<file path="src/rtl/regfile_dbg_pkg.sv">
// Shared types and widths for the debug register-file access block.
package regfile_dbg_pkg;
  localparam int XLEN   = 32;
  localparam int REG_AW = 5;

  typedef enum logic [2:0] {
    IDLE,
    HALT,
    ACCESS,
    RESP,
    HOLD
  } dbg_state_e;
endpackage

</file>
<file path="src/rtl/regfile_port_mux.sv">
// Selects whether the register-file write and rs1 ports are driven by the core or by debug.
module regfile_port_mux
  import regfile_dbg_pkg::*;
(
  input  logic              own_debug_i,
  input  logic [REG_AW-1:0] core_rs1_addr_i,
  input  logic [REG_AW-1:0] core_rd_addr_i,
  input  logic              core_rd_wren_i,
  input  logic [XLEN-1:0]   core_rd_data_i,
  input  logic [REG_AW-1:0] dbg_addr_i,
  input  logic              dbg_write_i,
  input  logic [XLEN-1:0]   dbg_wdata_i,
  output logic [REG_AW-1:0] rf_rs1_addr_o,
  output logic [REG_AW-1:0] rf_rd_addr_o,
  output logic              rf_rd_wren_o,
  output logic [XLEN-1:0]   rf_rd_data_o
);

  always_comb begin
    if (own_debug_i) begin
      rf_rs1_addr_o = dbg_addr_i;
      rf_rd_addr_o  = dbg_addr_i;
      rf_rd_wren_o  = dbg_write_i;
      rf_rd_data_o  = dbg_wdata_i;
    end else begin
      rf_rs1_addr_o = core_rs1_addr_i;
      rf_rd_addr_o  = core_rd_addr_i;
      rf_rd_wren_o  = core_rd_wren_i;
      rf_rd_data_o  = core_rd_data_i;
    end
  end

endmodule

</file>
<file path="src/rtl/regfile_dbg_access.sv">
// Debug initiator for the GPR file: halts the core, performs one read/write, returns a response.
// Optional macro REGFILE_DBG_HALT_HOLD_EN keeps the core halted for HOLD_CYCLES after each response.
//
// state  | meaning
// IDLE   | transparent, ready for a request
// HALT   | halt_req raised, waiting for halt_ack or timeout
// ACCESS | debug owns rf ports for one cycle
// RESP   | response presented until rsp_ready
// HOLD   | core kept halted, back-to-back requests accepted
module regfile_dbg_access
  import regfile_dbg_pkg::*;
#(
  parameter int unsigned HALT_TIMEOUT = 64,
  parameter int unsigned HOLD_CYCLES  = 8
) (
  input  logic              clk,
  input  logic              rst,
  input  logic              req_valid,
  output logic              req_ready,
  input  logic              req_write,
  input  logic [REG_AW-1:0] req_addr,
  input  logic [XLEN-1:0]   req_wdata,
  output logic              rsp_valid,
  input  logic              rsp_ready,
  output logic [XLEN-1:0]   rsp_rdata,
  output logic              rsp_err,
  output logic              halt_req,
  input  logic              halt_ack,
  input  logic [REG_AW-1:0] core_rs1_addr,
  input  logic [REG_AW-1:0] core_rd_addr,
  input  logic              core_rd_wren,
  input  logic [XLEN-1:0]   core_rd_data,
  output logic [REG_AW-1:0] rf_rs1_addr,
  output logic [REG_AW-1:0] rf_rd_addr,
  output logic              rf_rd_wren,
  output logic [XLEN-1:0]   rf_rd_data,
  input  logic [XLEN-1:0]   rf_rs1_data
);

  localparam logic [7:0] HALT_LIM = 8'(HALT_TIMEOUT);
  localparam logic [7:0] HOLD_LIM = 8'(HOLD_CYCLES);

  dbg_state_e        state_q, state_d;
  logic [7:0]        cnt_q, cnt_d;
  logic              write_q, write_d;
  logic [REG_AW-1:0] addr_q, addr_d;
  logic [XLEN-1:0]   wdata_q, wdata_d;
  logic [XLEN-1:0]   rdata_q, rdata_d;
  logic              err_q, err_d;

  logic              accept;
  logic [7:0]        cnt_inc;
  logic [7:0]        cnt_lim;

  assign req_ready = (state_q == IDLE) || (state_q == HOLD);
  assign rsp_valid = (state_q == RESP);
  assign halt_req  = (state_q != IDLE);
  assign rsp_rdata = rdata_q;
  assign rsp_err   = err_q;

  assign accept  = req_valid && req_ready;
  assign cnt_inc = cnt_q + 8'd1;
  // One counter serves both the halt timeout and the post-response hold window.
  assign cnt_lim = (state_q == HOLD) ? HOLD_LIM : HALT_LIM;

  always_comb begin
    state_d = state_q;
    cnt_d   = cnt_q;
    write_d = write_q;
    addr_d  = addr_q;
    wdata_d = wdata_q;
    rdata_d = rdata_q;
    err_d   = err_q;
    case (state_q)
      IDLE: begin
        if (accept) begin
          write_d = req_write;
          addr_d  = req_addr;
          wdata_d = req_wdata;
          rdata_d = '0;
          err_d   = 1'b0;
          cnt_d   = '0;
          state_d = HALT;
        end
      end
      HALT: begin
        if (halt_ack) begin
          state_d = ACCESS;
        end else begin
          cnt_d = cnt_inc;
          if (cnt_inc == cnt_lim) begin
            rdata_d = '0;
            err_d   = 1'b1;
            state_d = RESP;
          end
        end
      end
      ACCESS: begin
        rdata_d = write_q ? '0 : rf_rs1_data;
        err_d   = 1'b0;
        state_d = RESP;
      end
      RESP: begin
        if (rsp_ready) begin
`ifdef REGFILE_DBG_HALT_HOLD_EN
          cnt_d   = '0;
          state_d = HOLD;
`else
          state_d = IDLE;
`endif
        end
      end
      HOLD: begin
`ifdef REGFILE_DBG_HALT_HOLD_EN
        if (accept) begin
          write_d = req_write;
          addr_d  = req_addr;
          wdata_d = req_wdata;
          rdata_d = '0;
          err_d   = 1'b0;
          cnt_d   = '0;
          state_d = halt_ack ? ACCESS : HALT;
        end else begin
          cnt_d = cnt_inc;
          if (cnt_inc == cnt_lim) state_d = IDLE;
        end
`else
        state_d = IDLE;
`endif
      end
      default: state_d = IDLE;
    endcase
  end

  always_ff @(posedge clk or posedge rst) begin
    if (rst) begin
      state_q <= IDLE;
      cnt_q   <= '0;
      write_q <= 1'b0;
      addr_q  <= '0;
      wdata_q <= '0;
      rdata_q <= '0;
      err_q   <= 1'b0;
    end else begin
      state_q <= state_d;
      cnt_q   <= cnt_d;
      write_q <= write_d;
      addr_q  <= addr_d;
      wdata_q <= wdata_d;
      rdata_q <= rdata_d;
      err_q   <= err_d;
    end
  end

  regfile_port_mux u_mux (
    .own_debug_i     (state_q == ACCESS),
    .core_rs1_addr_i (core_rs1_addr),
    .core_rd_addr_i  (core_rd_addr),
    .core_rd_wren_i  (core_rd_wren),
    .core_rd_data_i  (core_rd_data),
    .dbg_addr_i      (addr_q),
    .dbg_write_i     (write_q),
    .dbg_wdata_i     (wdata_q),
    .rf_rs1_addr_o   (rf_rs1_addr),
    .rf_rd_addr_o    (rf_rd_addr),
    .rf_rd_wren_o    (rf_rd_wren),
    .rf_rd_data_o    (rf_rd_data)
  );

endmodule

</file>
<file path="config.mk">
export PLATFORM = sky130hd
export DESIGN_NAME = regfile_dbg_access
export DESIGN_NICKNAME = d
export VERILOG_FILES = /design/src/rtl/regfile_dbg_pkg.sv /design/src/rtl/regfile_port_mux.sv /design/src/rtl/regfile_dbg_access.sv
export SDC_FILE = /design/constraint.sdc
export NUM_CORES = 1
export LEC_CHECK = 0
export BUFFER_PORTS_ARGS = -buffer_cell sky130_fd_sc_hd__buf_2
export CORE_MARGIN = 2
export CORE_UTILIZATION = 30
export DETAILED_ROUTE_END_ITERATION = 8
export GPL_TIMING_DRIVEN = 0
export SLEW_MARGIN = 5
export SYNTH_ARGS = -nofsm -noshare
export SYNTH_HDL_FRONTEND = slang
export SYNTH_SLANG_ARGS = --single-unit
</file>
<file path="constraint.sdc">
create_clock -name clk -period 3.25 [get_ports clk]
set_clock_uncertainty 0.05 [all_clocks]
set_input_delay 0.325 -clock clk [delete_from_list [all_inputs] [get_ports clk]]
set_output_delay 0.325 -clock clk [all_outputs]
set_load 0.01 [all_outputs]
</file>
==> impl_summary.md, run 1 <==
Synthesis
The cell accounting for the most synthesized area is dfrtp_1. In the synthesized netlist the async set-or-reset flop fraction comes to 100.0%. In this run the cell area of the synthesized design comes to 5169 µm². The number of storage elements in the synthesis netlist is 81. The mean cell area of the mapped netlist is 9.036 µm². After synthesis, the cell types taking the most area are dfrtp_1 (39%), mux2_2 (16%), nand2_1 (8.1%), o211a_1 (6.2%), o211ai_1 (4.9%). The number of nets in the synthesized netlist is 697.

The fraction of the yosys area taken by sequential cells is 39.22%. The count of flip-flops with a built-in enable after synthesis is 0. Counting distinct cell types in the post-synthesis netlist gives 38.

The number of warning messages in the yosys log is 0. The share of synthesized area in the top cell type comes to 39.22%. Synthesis handed over a netlist of 572 instances. The most used flip-flop cell after synthesis is dfrtp_1.

STA
Measured against its own limit, the worst slew margin works out to 55.25%. The final period utilization is 95.20%. Setup violations remaining at the end of the flow were counted as 0. The minimum setup slack in the final design is 155.9 ps. The total negative setup slack is 0 ps.

The maximum clock frequency is 0.3232 GHz. The number of pins with negative max-slew slack in the final report is 0. The final period demand of the worst path is 3094 ps.

The measured slew at the worst slew-check pin is 671.2 ps. Setup repair after global routing left no endpoint under its margin. The hold violation count in the final report is 0.

Route
The first TritonRoute pass finished after 5 iterations. After detailed routing, the average wire length per cell comes to 15.97 µm. The residual DRC count is 0. The detail route stage leaves a number of antenna-violating nets equal to 0. The number of DRC markers after the initial detailed-route iteration is 237. After detailed routing, the total wire length is 16050 µm. The routed via count divided by cell count is 4.998. Across all layers, the routed design uses 5023 vias.

Min path
The path class of the tightest hold or removal check is in -> reg. The worst hold path stage count is 2.

Clocking
The later pin in the worst-skew pair is clocked with a latency of 330 ps. The total clock buffers created by CTS is 9. The CTS tree is built. CTS saw 81 sinks. The clock input transition at the sequential cells of the worst setup and hold paths is 60 ps. The master cell of the clock root buffer is clkbuf_16. The maximum level of the CTS H-tree is 3. The number of buffers on the longest clock path is 2.

Global routing
The number of global-route vias before repair is 4824. The initial antenna violation count is 0. In the global route stage, overall resource usage came out at 17.26%. The first global-routing pass estimated 24880 µm of wire. The remaining global-route overflow is 0. Entering global routing, the biggest net connects 45 pins.

Worst setup path
For the worst flop-to-flop path, the logic depth is 9. Of all nets on the critical path, the largest fanout is 10. The count of buffering cells on the critical path with inverters included is 4. For the worst setup path, the data arrival time is 2720 ps. By instance count, the cell type seen most on the critical path is buf_1. Traced cell by cell, the critical path runs through inv_1 > ha_1 > buf_1 > buf_1 > mux2_2 > buf_2. The startpoint kind of the worst setup timing path is a flop. On the worst path, the slowest cell contributes a delay of 500 ps. On the critical path the largest part of the delay comes from buffers and inverters. The sort of element at the end of the critical path is an output port. The worst setup path is of the reg -> out kind.

The worst path required time is 2870 ps. The cell type of the slowest stage on the worst timing path is buf_1. Counting buffers and inverters, the worst setup path is 6 cells deep.

Floorplan
The standard-cell row count is 47. The total area inside the core boundary comes to 16700 µm². The die extent in x is 135.3 µm. Once the floorplan was initialized, standard cells occupied 30.95% of the core.

The total I/O pin count is 197. The die covers 18300 µm². The die is 135.3 µm tall.

Cells and area
The layout has 1697 filler cells. In the final design database the tool counted 905 nets. The share of post-route cells with drive strength above 1 is 39.36%.

The number of antenna diodes in the final layout is 0. The final instance area is 6745 µm². Relative to the synthesized area, the layout overhead comes to 30.50%.

Run
The max-capacitance violation count is 0.

Place
Port buffering added 195 buffers. The instance area after placement is 6450 µm². The half-perimeter wire length after detailed placement is 11850 µm. At the end of routability-driven placement, the weighted congestion stood at 0.7680. Timing analysis after detailed placement gives a worst setup slack of 436.3 ps.

Power and ir drop
The worst ir drop on vdd is 367.6 µV. For this design the static power due to leakage is 3.139 nW. The total power consumption of the routed design is 5.579 mW.

In this run the power density over the cells is 827.0 nW/µm².

Run status
The run finished with clean final reports.
sequential cells by signal, indices dropped and copies added, names as in the netlist:
register / cells
rsp_rdata: 32
wdata_q: 32
write_q: 1
state_q: 2
cnt_q: 8
rsp_err: 1
addr_q: 5
per-stage QoR:
stage | hold slack, ps | utilization (%) | std cells
after floorplan | 423.7 | - | 572
after global placement | 418.1 | 38.44 | 987
after detailed placement | 346.8 | 38.62 | 988
after CTS | 153.3 | 40.38 | 1005
after global routing | 159.4 | 40.39 | 1005
final | 172.1 | 40.39 | 1005
metal layers:
metal	vias up	track usage, %	share of wire (%)
met5	-	0	0
met1	2380	21.75	44
met2	189	30.29	48
met3	14	2.993	6.3
met4	0	5.093	1.5
li1	2440	-	-
cell usage after synthesis (2+ instances only):
master	number
clkbuf_1	22
mux2_2	74
a21o_1	2
nand2b_1	2
dfrtp_1	81
buf_1	8
nand3_1	35
buf_6	3
buf_2	12
xor2_1	2
a41oi_1	2
inv_1	15
o21ai_0	14
o211a_1	32
a211oi_1	2
nand2_1	112
a31oi_1	3
nor2_1	42
buf_4	4
ha_1	7
or3_1	33
nor3_1	5
o211ai_1	34
nor2b_1	3
a22o_1	6
a21oi_1	4
or2_2	2
logic make-up (layout without fill, tap and decap cells):
family,after synthesis,count (layout),share of synthesized area [%]
flip-flops,81,81,39.22
AO/OA/AOI/OAI,104,104,16.10
adder cells (fa/ha/maj),7,7,1.694
AND/OR/NAND/NOR,239,239,20.67
XOR/XNOR,2,2,0.3390
buffers and inverters,64,277,5.664
multiplexers,75,75,16.32
worst paths after layout:
| path | start | to | slack [ps] |
|---|---|---|---|
| min | req_addr[3] | addr_q[3]$_DFFE_PP0P_ | 170 |
| max in group asynchronous | rst | rsp_rdata[2]$_DFFE_PP0P_ | 1990 |
| max | state_q[0]$_DFFE_PP0P_ | rf_rd_data[19] | 160 |
| min in group asynchronous | rst | wdata_q[12]$_DFFE_PP0P_ | 550 |
| max reg2reg | state_q[0]$_DFFE_PP0P_ | rsp_rdata[31]$_DFFE_PP0P_ | 600 |
| min reg2reg | rsp_err$_DFFE_PP0P_ | rsp_err$_DFFE_PP0P_ | 430 |
layout make-up:
| type | count | area [µm²] | area share (%) |
|---|---|---|---|
| clock inverter | 4 | 27.53 | 0.4081 |
| clock buffer | 12 | 256.5 | 3.803 |
| timing repair buffer | 197 | 1013 | 15.03 |
| tap | 220 | 275.3 | 4.081 |
| inverter | 15 | 58.81 | 0.8718 |
| sequential | 81 | 2027 | 30.05 |
| multi-input combinational | 427 | 2849 | 42.24 |
| buffer | 49 | 237.7 | 3.524 |
where the power goes:
part | internal, mW | switching, mW | leakage (nW)
registers | 1.41 | 0.252 | 1.02
clock network | 0.559 | 0.416 | 0.131
logic | 1.29 | 1.65 | 1.99
layout by cell type (no fill, tap or decap), types with 22 or more instances in the layout:
cell        n
mux2_2     74
o211ai_1   34
dfrtp_1    81
nand3_1    35
o211a_1    32
nand2_1   112
buf_2     207
clkbuf_1   22
or3_1      33
nor2_1     42
timing repair:
item	CTS	global route
buffers inserted	0	0
hold buffers	1	0
hold endpoints to repair	37	0
endpoints found under the setup margin	0	10
resized for setup	0	2
Note: power is estimated with default switching activity, not from simulation.
==> run 2, diff against run 1 <==
Settings changed: CTS_BUF_LIST set to sky130_fd_sc_hd__clkbuf_8, CTS_CLUSTER_SIZE set to 24.
Clock period 3.25 ns to 3 ns, I/O delays scaled along.
==> run 2 against run 1 <==
Clock power down 22%. Total power increased by 3.0%. Sequential power is 8% higher. Utilization decreased by 0.59 points. Global-route usage is essentially flat. Count of clock-buffer cells in the layout shrank 1. Flip-flop and latch count stayed put. Critical endpoint is now rf_rd_data[6]. Via count grew 0.18%. Non-clock buffer count unchanged. Worst setup slack improved by 120 ps. Final area down 1.5%. First-iteration DRC count rose by 6.8%.
==> impl_summary.md, run 2 (synthesis results as in run 1) <==
Run
The max-capacitance violation count is 0 (unchanged).

Clocking
The root buffer cell chosen for the clock tree is clkbuf_8. The number of sinks handled by clock tree synthesis came to 81 (unchanged). The total clock buffers created by CTS is 9 (unchanged). The number of post-CTS setup repair buffers was 0 (unchanged).

The clock input transition at the sequential cells of the worst setup and hold paths came to 90 ps (+30 ps). The number of buffers on the longest clock path is 2 (unchanged). TritonCTS built the clock tree. The maximum level of the CTS H-tree is 3 (unchanged). The clock latency on the worst-skew pair is 360 ps (+30 ps).

STA
The total negative setup slack is 0 ps (unchanged). The final hold slack is 116.4 ps (-55.68 ps). The measured slew at the worst slew-check pin came to 651.4 ps (-19.77 ps).

The minimum setup slack in the final design is 274.5 ps (+118.6 ps). The number of pins with negative max-slew slack in the final report came to 0 (unchanged). The worst path in the final design needs a cycle of 2726 ps, including I/O delays and setup. The maximum clock frequency is 0.3669 GHz. The hold violation count in the final report is 0 (unchanged). The worst slew margin relative to its limit is 56.57% (+1.3 points). Setup repair after global routing left no endpoint under its margin. The final critical path takes up 90.85% of the cycle. The number of endpoints failing setup at the final stage came to 0 (unchanged).

Min path
In this run the most critical hold path is launched from req_addr[3]. The type of the tightest min-delay check is in -> reg. The path with the worst hold slack has its endpoint at addr_q[3]$_DFFE_PP0P_. The worst hold path stage count is 2 (unchanged).

Power and ir drop
The power density relative to cell area is 864.6 nW/µm² (+4.5%). The switching power share of the total was 43.06% (+1.6 points). The proportion of power drawn by combinational gates is 55.5% (+2.8 points). The internal power contribution was 3.272 mW (+0.27%). The switching power of the nets is 2.474 mW (+6.9%).

The fraction of power consumed by the clock network came to 13.2% (-4.3 points). The worst ir drop on vdd was 397.9 µV (+8.2%). The leakage power total was 3.103 nW (-1.1%). The share of power burned in registers came to 31.3% (+1.5 points).

Cells and area
The library cells used most frequently in the layout, excluding fill and tap cells, are buf_2 (208), nand2_1 (112), dfrtp_1 (81), mux2_2 (74), nor2_1 (42). Compared with the post-synthesis result, the final layout area differs by 28.59%. The final instance area is 6646 µm² (-1.5%). The final core area utilization is 39.80% (-0.59 points). The share of post-route cells with drive strength above 1 was 39.62% (+0.25 points).

The library cell used most frequently in the layout, excluding fill and tap cells, is buf_2. The antenna diode count came to 0 (unchanged). The number of nets in the layout is 905 (unchanged). The number of fillers in the final layout is 1706 (+0.53%).

Worst setup path
The top fanout value on the critical path is 10 (unchanged). The cell repeated most along the worst path is buf_2. The count of buffering cells on the critical path with inverters included came to 4 (unchanged). The delay of the slowest cell on the worst path came to 450 ps (-50 ps). On the critical path, the stage with the largest delay is an instance of dfrtp_1. The worst setup path is of the reg -> out kind.

The startpoint kind of the worst setup timing path is a flop. The critical path goes through inv_1 > ha_1 > buf_2 > clkbuf_2 > mux2_2 > buf_2. The worst reg2reg path startpoint is state_q[0]$_DFFE_PP0P_. The setup slack on the worst flop-to-flop path came to 330 ps (-270 ps). The terminus of the critical flop-to-flop path is rsp_rdata[31]$_DFFE_PP0P_. The number of cells traversed by the worst register-to-register path was 9 (unchanged). The family with the most delay on the worst path is buffers and inverters. The worst path required time was 2650 ps (-220 ps).

The sort of element at the end of the critical path is an output port. The data arrival time of the worst path is 2380 ps (-340 ps).

Global routing
The wire length of the first global-routing pass was 24920 µm (+0.14%). The remaining global-route overflow is 0 (unchanged). The largest net degree at the start of global routing is 45 (unchanged). The global-route usage over all layers is 17.30% (+0.040 points). The initial antenna violation count is 0 (unchanged). The number of global-route vias before repair was 4818 (-0.12%).

Place
The pre-CTS setup slack is 211.3 ps (-225.0 ps). The half-perimeter wire length after detailed placement is 11850 µm (unchanged). The instance area after placement is 6450 µm² (unchanged). The number of input and output port buffers inserted was 195 (unchanged). The routability congestion estimate is 0.7680 (unchanged).

Route
The number of DRC markers after the initial detailed-route iteration was 253 (+6.8%). The residual DRC count came to 0 (unchanged). The overall via count from detail_route is 5032 (+0.18%). The final routed wirelength across all metal layers came to 16090 µm (+0.28%). The first-pass iteration count of the detailed router is 6 (+1). The routed wire length per instance was 16.01 µm (+0.28%). The routed via count divided by cell count came to 5.007 (+0.18%).

The number of nets still failing antenna checks after routing is 0 (unchanged).

Run status
The run finished with clean final reports.

Floorplan
The starting density of the core is 30.95% (unchanged). The total I/O pin count is 197 (unchanged). The area of the die is 18300 µm² (unchanged). The standard-cell row count came to 47 (unchanged).

The die boundary height is 135.3 µm (unchanged). The die extent in x is 135.3 µm (unchanged). The core box area is 16700 µm² (unchanged).
-- run 2: changes by cell type in the layout (fill, tap and decap cells not counted) --
cell / before / now
clkbuf_8: 2 / 11
clkbuf_1: 22 / 21
inv_1: 14 / 15
buf_2: 207 / 208
clkbuf_16: 9 / 0
clkbuf_2: 1 / 2
buf_1: 8 / 6
-- run 2: metal layers --
layer	vias up	share of wire, %	wire [µm]	GRT usage, %
li1	2440	-	-	-
met1	2375	44	7069	21.82
met2	204	48	7715	30.26
met3	13	6.8	1090	3.105
met4	0	1.3	217	5.093
met5	-	0	0	0
-- run 2: repair_timing --
| action | CTS | global route |
|---|---|---|
| hold buffers | 1 | 0 |
| endpoints found under the setup margin | 17 | 4 |
| hold endpoints to repair | 37 | 0 |
| gates resized for setup | 2 | 1 |
-- run 2: area by class of cell --
class / instances / area (µm²) / area share [%]
clock buffers: 11 / 151.4 / 2.278
inverters: 15 / 58.81 / 0.8848
repair buffers: 197 / 1013 / 15.25
clock inverters: 5 / 31.28 / 0.4706
flip-flops and latches: 81 / 2027 / 30.50
plain buffers: 49 / 240.2 / 3.614
multi-input cells: 427 / 2849 / 42.87
well taps: 220 / 275.3 / 4.142
-- run 2: power groups by stage --
stage / sequential, mW / combinational (mW) / clock [mW]
CTS: 1.80 / 3.23 / 0.800
floorplan: 1.79 / 2.13 / 0
finish: 1.80 / 3.19 / 0.759
detailed placement: 1.81 / 3.22 / 0
global route: 1.85 / 3.53 / 0.843
global placement: 1.81 / 3.19 / 0
-- run 2: worst max-delay path by stage --
stage,startpoint,end,cells after the start
floorplan,rst,addr_q[0]$_DFFE_PP0P_,1
global placement,rst,rsp_rdata[7]$_DFFE_PP0P_,2
detailed placement,state_q[0]$_DFFE_PP0P_,rf_rd_data[6],6
CTS,state_q[0]$_DFFE_PP0P_,rf_rd_data[19],6
global route,state_q[0]$_DFFE_PP0P_,rsp_rdata[6]$_DFFE_PP0P_,9
finish,state_q[0]$_DFFE_PP0P_,rf_rd_data[6],6
-- run 2: through the flow --
stage | power, mW | cells
floorplan | 3.920 | 572
global placement | 5.001 | 987
detailed placement | 5.029 | 988
CTS | 5.826 | 1005
global route | 6.218 | 1005
finish | 5.746 | 1005
==> run 3, diff against run 2 <==
Settings changed: PLACE_DENSITY set to 0.57.
==> run 3 against run 2 <==
Global-route usage shrank 0.16 points. Worst setup slack lost 76 ps. Sequential power is essentially flat. Critical path type unchanged. Largest power group unchanged.
==> impl_summary.md, run 3 (synthesis results as in run 1) <==
Global routing
The remaining global-route overflow is 0 (unchanged). The largest net degree at the start of global routing came to 44 (-2.2%). The number of global-route vias before repair is 4670 (-3.1%). The initial antenna violation count is 0 (unchanged). The global-route usage over all layers is 17.14% (-0.16 points).

The wire length of the first global-routing pass is 24700 µm (-0.88%).

Min path
The end point of the most critical hold path is wdata_q[12]$_DFFE_PP0P_. The type of the tightest min-delay check is in -> reg. The worst hold path stage count was 2 (unchanged). The startpoint identified for the worst hold timing path is req_wdata[12].

Worst setup path
The setup slack on the worst flop-to-flop path is 380 ps (+50 ps). The startpoint identified for the worst register-to-register timing path is state_q[1]$_DFFE_PP0P_. The sort of element at the end of the critical path is an output port. The top fanout value on the critical path came to 10 (unchanged). The data arrival time of the worst path is 2450 ps (+70 ps). The startpoint kind of the worst setup timing path is a flop. The category of the critical setup timing path is reg -> out.

The number of cells traversed by the worst register-to-register path is 9 (unchanged). The terminus of the critical flop-to-flop path is rsp_rdata[29]$_DFFE_PP0P_. The worst path required time is 2650 ps (about the same).

Clocking
The total clock buffers created by CTS is 9 (unchanged). The number of buffers on the longest clock path is 2 (unchanged). The clock input transition at the sequential cells of the worst setup and hold paths came to 80 ps (about the same).

The tree is rooted in a clkbuf_8. The CTS tree is built. The maximum level of the CTS H-tree is 3 (unchanged). The clock latency on the worst-skew pair is 370 ps (about the same). The number of sinks handled by clock tree synthesis was 81 (unchanged).

STA
The final period demand of the worst path came to 2801 ps (+75.51 ps). The minimum setup slack in the final design is 199.0 ps (-75.51 ps). The number of pins with negative max-slew slack in the final report came to 0 (unchanged). Setup repair after global routing left no endpoint under its margin.

The worst slew margin relative to its limit is 58.97% (+2.4 points). The maximum clock frequency is 0.3570 GHz (-2.7%). The hold violation count in the final report was 0 (unchanged).

The final period utilization is 93.37% (+2.5 points). The number of endpoints failing setup at the final stage is 0 (unchanged). The measured slew at the worst slew-check pin is 615.5 ps (-35.93 ps).

Cells and area
The library cell used most frequently in the layout, excluding fill and tap cells, is buf_2. The final instance count without filler cells is 1003 (-0.20%). The number of fillers in the final layout is 1719 (+0.76%). The share of post-route cells with drive strength above 1 is 39.46% (-0.15 points).

The register area is 2027 µm² (unchanged). The multi-input combinational cell area is 2849 µm² (unchanged). The antenna diode count was 0 (unchanged). The number of nets in the layout is 905 (unchanged). The final instance area is 6631 µm² (-0.23%).

In the layout the commonest cells are buf_2 (208), nand2_1 (112), dfrtp_1 (81), mux2_2 (74), nor2_1 (42). The area growth from synthesis to layout is 28.30%.

Power and ir drop
The leakage power total is 3.098 nW (-0.16%). The total power consumption of the routed design is 5.713 mW (-0.58%). The worst ir drop on vdd is 290.0 µV (-27%).

The power density relative to cell area is 861.5 nW/µm² (-0.36%).

Route
The number of DRC markers after the initial detailed-route iteration was 276 (+9.1%). The number of nets still failing antenna checks after routing is 0 (unchanged). The overall via count from detail_route is 4903 (-2.6%). The final routed wirelength across all metal layers is 15730 µm (-2.3%). The routed wire length per instance came to 15.68 µm (-2.1%). The first-pass iteration count of the detailed router is 6 (unchanged). The routed via count divided by cell count is 4.888 (-2.4%).

The residual DRC count is 0 (unchanged).

Place
The routability congestion estimate is 0.7622 (-0.76%). The instance area after placement is 6450 µm² (unchanged). The placed instance count is 988 (unchanged). The pre-CTS setup slack is 270.8 ps (+59.48 ps). The number of input and output port buffers inserted is 195 (unchanged).

The half-perimeter wire length after detailed placement is 11610 µm (-2.0%).

Floorplan
The die boundary height is 135.3 µm (unchanged). The area of the die was 18300 µm² (unchanged). The standard-cell row count is 47 (unchanged).

The die extent in x was 135.3 µm (unchanged). The core box area is 16700 µm² (unchanged). The starting density of the core is 30.95% (unchanged).

The total I/O pin count was 197 (unchanged).

Run status
The run finished with clean final reports.

Run
The max-capacitance violation count is 0 (unchanged).
[run 3: cell type report]
| class | instances | area share (%) |
|---|---|---|
| Sequential cell | 81 | 30.57 |
| Tap cell | 220 | 4.151 |
| Buffer | 49 | 3.604 |
| Timing Repair Buffer | 197 | 15.28 |
| Inverter | 15 | 0.8868 |
| Clock buffer | 11 | 2.283 |
| Multi-Input combinational cell | 427 | 42.96 |
| Clock inverter | 3 | 0.2642 |
[run 3: timing repair]
action,4_1_cts,5_1_grt
resized for setup,1,2
setup buffers,0,0
endpoints found under the setup margin,16,10
endpoints found under the hold margin,38,0
hold buffers,1,0
[run 3: stage by stage]
stage          hold slack, ps  setup TNS, ps  utilization [%]
2_1_floorplan           400.6              0                -
3_3_place_gp            417.4         -57320            38.44
3_5_place_dp            332.6              0            38.62
6_report                111.0              0            39.71
4_1_cts                 86.34              0            39.70
5_1_grt                 91.47              0            39.71
[run 3: how the worst max path moves through the flow]
stage	startpoint	endpoint	slack, ps	cells after the start
detailed placement	state_q[0]$_DFFE_PP0P_	rf_rd_data[9]	270	6
global placement	rst	rsp_rdata[4]$_DFFE_PP0P_	-710	2
global route	state_q[0]$_DFFE_PP0P_	rf_rd_data[18]	20	6
CTS	state_q[0]$_DFFE_PP0P_	rf_rd_data[9]	60	6
floorplan	rst	addr_q[0]$_DFFE_PP0P_	570	1
finish	state_q[0]$_DFFE_PP0P_	rf_rd_data[18]	200	6
[run 3: power breakdown]
group,internal (mW),switching [mW],leakage [nW]
Clock,0.334,0.406,0.0871
Combinational,1.40,1.78,1.99
Sequential,1.52,0.269,1.02
[run 3: worst max-delay path, cell delays in order (launching register included)]
cell and delay [ps]:
dfrtp_1 440, inv_1 120, ha_1 270, buf_2 300, buf_1 410, mux2_2 380, buf_2 150
[run 3: routing by layer]
metal / track usage (%) / wire length, µm / vias up
li1: - / - / 2436
met1: 22.88 / 7131 / 2276
met2: 28.40 / 7369 / 179
met3: 3.030 / 1052 / 12
met4: 5.266 / 174 / 0
met5: 0 / 0 / -
